$ cat config.mk
export PLATFORM = sky130hd
export DESIGN_NAME = temp_report_scheduler
export DESIGN_NICKNAME = d
export VERILOG_FILES = /design/src/rtl/temp_report_pkg.sv /design/src/rtl/temp_fmt.sv /design/src/rtl/temp_report_scheduler.sv
export SDC_FILE = /design/constraint.sdc
export NUM_CORES = 1
export LEC_CHECK = 0
export ABC_AREA = 0
export BUFFER_PORTS_ARGS = -buffer_cell sky130_fd_sc_hd__buf_2
export CAP_MARGIN = 20
export CORE_AREA = 2 2 103 85
export DETAILED_ROUTE_END_ITERATION = 6
export DIE_AREA = 0 0 105 87
export PLACE_DENSITY = 0.7
export REMOVE_ABC_BUFFERS = 1
export SLEW_MARGIN = 20
export SYNTH_ARGS = -nofsm -noshare
export SYNTH_HDL_FRONTEND = slang
export SYNTH_SLANG_ARGS = --single-unit
$ cat constraint.sdc
create_clock -name clk -period 8.9 [get_ports clk]
set_input_delay 0.445 -clock clk [delete_from_list [all_inputs] [get_ports clk]]
set_output_delay 0.445 -clock clk [all_outputs]
set_load 0.02 [all_outputs]
$ cat src/rtl/temp_report_pkg.sv
// Shared constants for the temperature report scheduler.
// TEMP_REPORT_FRAC_EN adds the '.' and tenths digit to each report line.
package temp_report_pkg;

  localparam logic [7:0] ASC_CR    = 8'h0D;
  localparam logic [7:0] ASC_LF    = 8'h0A;
  localparam logic [7:0] ASC_PLUS  = 8'h2B;
  localparam logic [7:0] ASC_MINUS = 8'h2D;
  localparam logic [7:0] ASC_DOT   = 8'h2E;
  localparam logic [7:0] ASC_EQ    = 8'h3D;
  localparam logic [7:0] ASC_T     = 8'h54;
  localparam logic [7:0] ASC_ZERO  = 8'h30;
  localparam logic [7:0] CMD_STOP  = 8'h53;
  localparam logic [7:0] CMD_GO    = 8'h47;
  localparam logic [7:0] CMD_REP   = 8'h52;

  localparam logic [1:0] ST_IDLE = 2'd0;
  localparam logic [1:0] ST_SNAP = 2'd1;
  localparam logic [1:0] ST_SEND = 2'd2;

`ifdef TEMP_REPORT_FRAC_EN
  localparam logic [3:0] LINE_LEN = 4'd11;
`else
  localparam logic [3:0] LINE_LEN = 4'd9;
`endif

  typedef struct packed {
    logic       neg;
    logic [3:0] hun;
    logic [3:0] ten;
    logic [3:0] unit;
    logic [3:0] tenth;
  } fmt_t;

endpackage

$ cat src/rtl/temp_fmt.sv
// Combinational raw (1/16 degC) to sign + BCD digits converter.
// TEMP_REPORT_FRAC_EN makes the tenths digit count towards the non-zero sign test.
module temp_fmt
  import temp_report_pkg::*;
(
  input  logic [15:0] raw,
  output fmt_t        fmt
);

  logic [15:0] mag;
  logic [11:0] whole;
  logic [7:0]  int_sat;
  logic [7:0]  frac_prod;
  logic [7:0]  rem;
  logic [7:0]  tens_w;
  logic [7:0]  units_w;
  logic        hun_bit;
  logic        nonzero;

  always_comb begin
    // -32768 negates to itself, which still reads correctly as unsigned 32768
    mag       = raw[15] ? (~raw + 16'd1) : raw;
    whole     = mag[15:4];
    int_sat   = (whole > 12'd199) ? 8'd199 : whole[7:0];
    frac_prod = {4'd0, mag[3:0]} * 8'd10;
    hun_bit   = (int_sat >= 8'd100);
    rem       = hun_bit ? (int_sat - 8'd100) : int_sat;
    tens_w    = rem / 8'd10;
    units_w   = rem % 8'd10;
`ifdef TEMP_REPORT_FRAC_EN
    nonzero   = (int_sat != 8'd0) || (frac_prod[7:4] != 4'd0);
`else
    nonzero   = (int_sat != 8'd0);
`endif
    fmt.neg   = raw[15] && nonzero;
    fmt.hun   = {3'd0, hun_bit};
    fmt.ten   = tens_w[3:0];
    fmt.unit  = units_w[3:0];
    fmt.tenth = frac_prod[7:4];
  end

endmodule

$ cat src/rtl/temp_report_scheduler.sv
// Periodic multi-channel temperature reporter: snapshots readings, streams ASCII lines, drives alarms.
// Build option TEMP_REPORT_FRAC_EN selects 11-byte lines with tenths; otherwise 9-byte lines.
module temp_report_scheduler
  import temp_report_pkg::*;
#(
  parameter int CLK_FREQ  = 50_000_000,
  parameter int PERIOD_MS = 1500,
  parameter int NUM_CH    = 1,
  parameter int ALARM_HI  = 30,
  parameter int ALARM_LO  = 28
) (
  input  logic                  clk,
  input  logic                  rst,
  input  logic [16*NUM_CH-1:0]  t_data,
  input  logic [7:0]            cmd_data,
  input  logic                  cmd_vld,
  output logic [7:0]            tx_data,
  output logic                  tx_vld,
  input  logic                  tx_rdy,
  output logic [NUM_CH-1:0]     alarm,
  output logic                  busy
);

  localparam int          PERIOD_CYC = PERIOD_MS * (CLK_FREQ / 1000);
  localparam logic [31:0] CNT_LAST   = 32'(PERIOD_CYC - 1);
  localparam logic [2:0]  CH_LAST    = 3'(NUM_CH - 1);
  localparam logic [3:0]  BYTE_LAST  = LINE_LEN - 4'd1;
  localparam logic signed [11:0] HI_DEG = 12'(ALARM_HI);
  localparam logic signed [11:0] LO_DEG = 12'(ALARM_LO);

  logic                 run_reg;
  logic [31:0]          cnt_reg;
  logic                 pending_reg;
  logic [1:0]           state_reg;
  logic [3:0]           byte_reg;
  logic [2:0]           ch_reg;
  logic [16*NUM_CH-1:0] snap_reg;
  logic [NUM_CH-1:0]    alarm_reg;

  logic        cmd_stop;
  logic        cmd_go;
  logic        cmd_rep;
  logic        tick;
  logic        trigger;
  logic [15:0] cur_raw;
  fmt_t        cur_fmt;
  logic [7:0]  line_byte;
  logic [NUM_CH-1:0] alarm_set;
  logic [NUM_CH-1:0] alarm_clr;

  assign cmd_stop = cmd_vld && (cmd_data == CMD_STOP);
  assign cmd_go   = cmd_vld && (cmd_data == CMD_GO);
  assign cmd_rep  = cmd_vld && (cmd_data == CMD_REP);
  assign tick     = run_reg && (cnt_reg == CNT_LAST);
  assign trigger  = tick || cmd_rep;

  always_ff @(posedge clk) begin
    if (rst) begin
      run_reg <= 1'b1;
      cnt_reg <= 32'd0;
    end else if (cmd_stop) begin
      run_reg <= 1'b0;
      cnt_reg <= 32'd0;
    end else if (cmd_go) begin
      run_reg <= 1'b1;
      cnt_reg <= 32'd0;
    end else if (run_reg) begin
      cnt_reg <= tick ? 32'd0 : cnt_reg + 32'd1;
    end
  end

  always_ff @(posedge clk) begin
    if (rst) begin
      state_reg   <= ST_IDLE;
      pending_reg <= 1'b0;
      byte_reg    <= 4'd0;
      ch_reg      <= 3'd0;
    end else begin
      case (state_reg)
        ST_IDLE: begin
          // A trigger arriving in the same cycle as a pending restart merges into it
          if (trigger || pending_reg) begin
            state_reg   <= ST_SNAP;
            pending_reg <= 1'b0;
          end
        end
        ST_SNAP: begin
          state_reg <= ST_SEND;
          byte_reg  <= 4'd0;
          ch_reg    <= 3'd0;
          if (trigger) pending_reg <= 1'b1;
        end
        ST_SEND: begin
          if (trigger) pending_reg <= 1'b1;
          if (tx_rdy) begin
            if (byte_reg == BYTE_LAST) begin
              byte_reg <= 4'd0;
              if (ch_reg == CH_LAST) state_reg <= ST_IDLE;
              else ch_reg <= ch_reg + 3'd1;
            end else begin
              byte_reg <= byte_reg + 4'd1;
            end
          end
        end
        default: state_reg <= ST_IDLE;
      endcase
    end
  end

  // Alarm thresholds compare the whole-degree part (arithmetic >>> 4) of the live input
  genvar gi;
  generate
    for (gi = 0; gi < NUM_CH; gi++) begin : g_alarm
      logic signed [11:0] deg;
      assign deg           = $signed(t_data[16*gi+4 +: 12]);
      assign alarm_set[gi] = (deg >= HI_DEG);
      assign alarm_clr[gi] = (deg <= LO_DEG);
    end
  endgenerate

  always_ff @(posedge clk) begin
    if (rst) begin
      snap_reg  <= '0;
      alarm_reg <= '0;
    end else if (state_reg == ST_SNAP) begin
      snap_reg  <= t_data;
      alarm_reg <= (alarm_reg | alarm_set) & ~alarm_clr;
    end
  end

  assign cur_raw = snap_reg[16*ch_reg +: 16];

  temp_fmt u_fmt (
    .raw (cur_raw),
    .fmt (cur_fmt)
  );

  always_comb begin
    line_byte = 8'h00;
    case (byte_reg)
      4'd0: line_byte = ASC_T;
      4'd1: line_byte = ASC_ZERO + {5'd0, ch_reg};
      4'd2: line_byte = ASC_EQ;
      4'd3: line_byte = cur_fmt.neg ? ASC_MINUS : ASC_PLUS;
      4'd4: line_byte = ASC_ZERO + {4'd0, cur_fmt.hun};
      4'd5: line_byte = ASC_ZERO + {4'd0, cur_fmt.ten};
      4'd6: line_byte = ASC_ZERO + {4'd0, cur_fmt.unit};
`ifdef TEMP_REPORT_FRAC_EN
      4'd7: line_byte = ASC_DOT;
      4'd8: line_byte = ASC_ZERO + {4'd0, cur_fmt.tenth};
      4'd9: line_byte = ASC_CR;
      4'd10: line_byte = ASC_LF;
`else
      4'd7: line_byte = ASC_CR;
      4'd8: line_byte = ASC_LF;
`endif
      default: line_byte = 8'h00;
    endcase
  end

  assign tx_vld  = (state_reg == ST_SEND);
  assign tx_data = tx_vld ? line_byte : 8'h00;
  assign busy    = (state_reg != ST_IDLE);
  assign alarm   = alarm_reg;

endmodule

==> out/metrics.yaml <==
cts_setup_buffers: 0
drc_errors: 0
cpPeakStageDelay_ns: 0.82
clock_latency_ns: 0.34
dpl.cell_count: 658
synth_edf_count: 0
arrival_ns: 4.34
cts.sinks: 60
clk_pin_slew_worst_paths_ns: 0.07
syn_area_per_cell_um2: 7.69
die_area_um2: 9140
power_density_nw_per_um2: 220
grt_pass1_wl_mm: 15.6
drive_gt1_frac: 0.134
timing.final.crit_share: 0.537
ys_ff_latch: 60
synthCells: 539
placementRows: 30
hold_viol_final: 0
maxCapViolCount: 0
yosysWarnings: 0
endpoint: "tx_data[1]"
worst_pin_slew_ns: 1.00
routedWlPerCell_um: 13.9
max_freq_ghz: 0.209
stdcell_area_um2: 4530
place_area_um2: 4340
crit_required_ns: 8.46
maxSlewViolCount: 0
final_common_cell: "nor2_1"
drt-initial-drc-count: 228
max-slew-margin-rel: 0.332
drt_pass1_iterations: 5
post-route-min-period_ns: 4.78
dp_slack_ns: 4.53
synthDistinctLibCells: 74
largest_reg_flops: 32
ir_worst_vdd_v: 0.000112
syn_to_final_growth_pct: 9.35
outcome: "finished, final reports clean"
fp.dieH_um: 87
cts_max_path_buffers: 2
dp_hpwl_mm: 6.95
cts_buffers: 9
cts_max_level: 3
leakagePower_nw: 1.73
first_global_vias: 3449
cp_max_fo: 15
clock_tree.root_cell: "clkbuf_8"
async_flop_share: 0
wl_mm: 9.33
setup_tns_ns: 0
final_util: 0.554
end_kind: "output pin"
finalClockSkew_ns: 0.00707
critPathSlowestCell: "a21oi_1"
critPathKind: "flip-flop to output pin"
layout.nets: 597
reg2reg_depth: 9
core_um2: 8180
io_pins: 39
antenna_left: 0
p_total_mw: 0.999
grt_use_total: 0.205
whs_ns: 0.358
die_x_um: 105
grt_max_degree: 31
rrSetupSlack_ns: 6.05
synth_top_flop_cell: "dfxtp_1"
via_per_inst: 5.76
layout_setup_ws_ns: 4.12
syn_area_um2: 4150
cts_tree: "yes"
setup_violations: 0
crit_chain: "clkinv_1 > or4b_2 > a2bb2oi_1 > nand2_1 > a2111oi_0 > a21oi_1 > nor3_1 > o311ai_1 > nand4_1 > xnor2_1 > o22ai_1 > buf_2"
crit_start: "snap_reg[15]$_SDFFE_PP0P_"
antennaDiodeCount: 0
overflow: 0
ys_seq_area_frac: 0.290
num_vias: 3876
r2r_start: "state_reg[1]$_SDFFE_PP0P_"
gp_congestion: 0.955
hold_path_class: "input pin to flip-flop"
final_cell_mix: "90 x nor2_1, 60 x dfxtp_1, 41 x nand2_1, 37 x buf_2, 29 x a21oi_1"
antenna_found_initial: 0
start_kind: "flip-flop"
rsz0062_at_grt: "no"
cts_resized: 0
r2r_end: "ch_reg[0]$_SDFFE_PP0P_"
io_buffers: 37
start_util: 0.507
hold_buffers: 0
stdcell_count: 673
-- final cells by class --
cell class,count,area [um^2]
clock buffer,10,138
clock inverter,5,52.6
fill,799,3650
inverter,12,45.0
multi-input combinational,437,2770
sequential,60,1200
tap,112,140
timing repair buffer,37,185
-- synthesized netlist by cell type (3+ instances only) --
library cell  instances  area [um^2]
xor2_1               21          184
nor2b_1               6         37.5
nor2_1               90          338
a22oi_1               3         22.5
and2_1                6         37.5
a311oi_1              3         26.3
o21ai_0              19         95.1
nand2b_1              8         50.1
nor3b_1               4         30.0
dfxtp_1              60         1200
o31ai_1               4         30.0
and3_1               11         68.8
nand2_1              41          154
or3_1                10         62.6
buf_2                 5         25.0
a21oi_1              29          145
o211ai_1              3         22.5
inv_1                11         41.3
nand4_1              15         93.8
nor3_1               14         70.1
mux2i_1              20          200
nor4_1                9         56.3
a31oi_1               8         50.1
a211oi_1              4         30.0
xnor2_1              18          158
clkbuf_1             22         82.6
ha_1                 12          150
or4_1                 3         22.5
nand3_1              21          105
-- worst min path at each step --
| stage | start | to | slack, ns | cells after the start |
|---|---|---|---|---|
| after detailed placement | alarm$_SDFFE_PP0P_ | alarm$_SDFFE_PP0P_ | 0.48 | 2 |
| after floorplan | byte_reg[0]$_SDFFE_PP0P_ | byte_reg[0]$_SDFFE_PP0P_ | 0.46 | 2 |
| after global routing | t_data[1] | snap_reg[1]$_SDFFE_PP0P_ | 0.36 | 3 |
| after CTS | t_data[3] | snap_reg[3]$_SDFFE_PP0P_ | 0.34 | 3 |
| after global placement | alarm$_SDFFE_PP0P_ | alarm$_SDFFE_PP0P_ | 0.48 | 2 |
| final | t_data[3] | snap_reg[3]$_SDFFE_PP0P_ | 0.36 | 3 |
-- where the power goes --
part / switching, mW / leakage, nW / total [mW] / internal, mW
clock: 0.103 / 0.0979 / 0.237 / 0.134
sequential: 0.0239 / 0.485 / 0.306 / 0.282
combinational: 0.275 / 1.15 / 0.456 / 0.181
total: 0.402 / 1.73 / 0.999 / 0.598
-- kinds of logic after synthesis --
| logic type | Yosys count | share of synthesized area |
|---|---|---|
| compound gates | 106 | 0.179 |
| xor+xnor | 41 | 0.0902 |
| fa+ha+maj | 12 | 0.0362 |
| buf+inv | 42 | 0.0422 |
| flops | 60 | 0.290 |
| mux | 22 | 0.0546 |
| other cells | 1 | 0.000904 |
| simple gates | 255 | 0.307 |
-- layer usage --
metal	up-vias	wire, um	global-route usage
met2	113	4070	0.334
met4	0	60	0.0376
met5	-	0	0
met3	6	546	0.0509
met1	1798	4660	0.278
li1	1959	-	-
-- critical path, delay by kind of cell (launching register included) --
| family | cells | cell delay, ns |
|---|---|---|
| AO/OA/AOI/OAI | 5 | 1.48 |
| AND/OR/NAND/NOR | 4 | 1.13 |
| flip-flops | 1 | 0.66 |
| buffers and inverters | 2 | 0.56 |
| XOR/XNOR | 1 | 0.16 |
(Power assumes the default switching activity.)
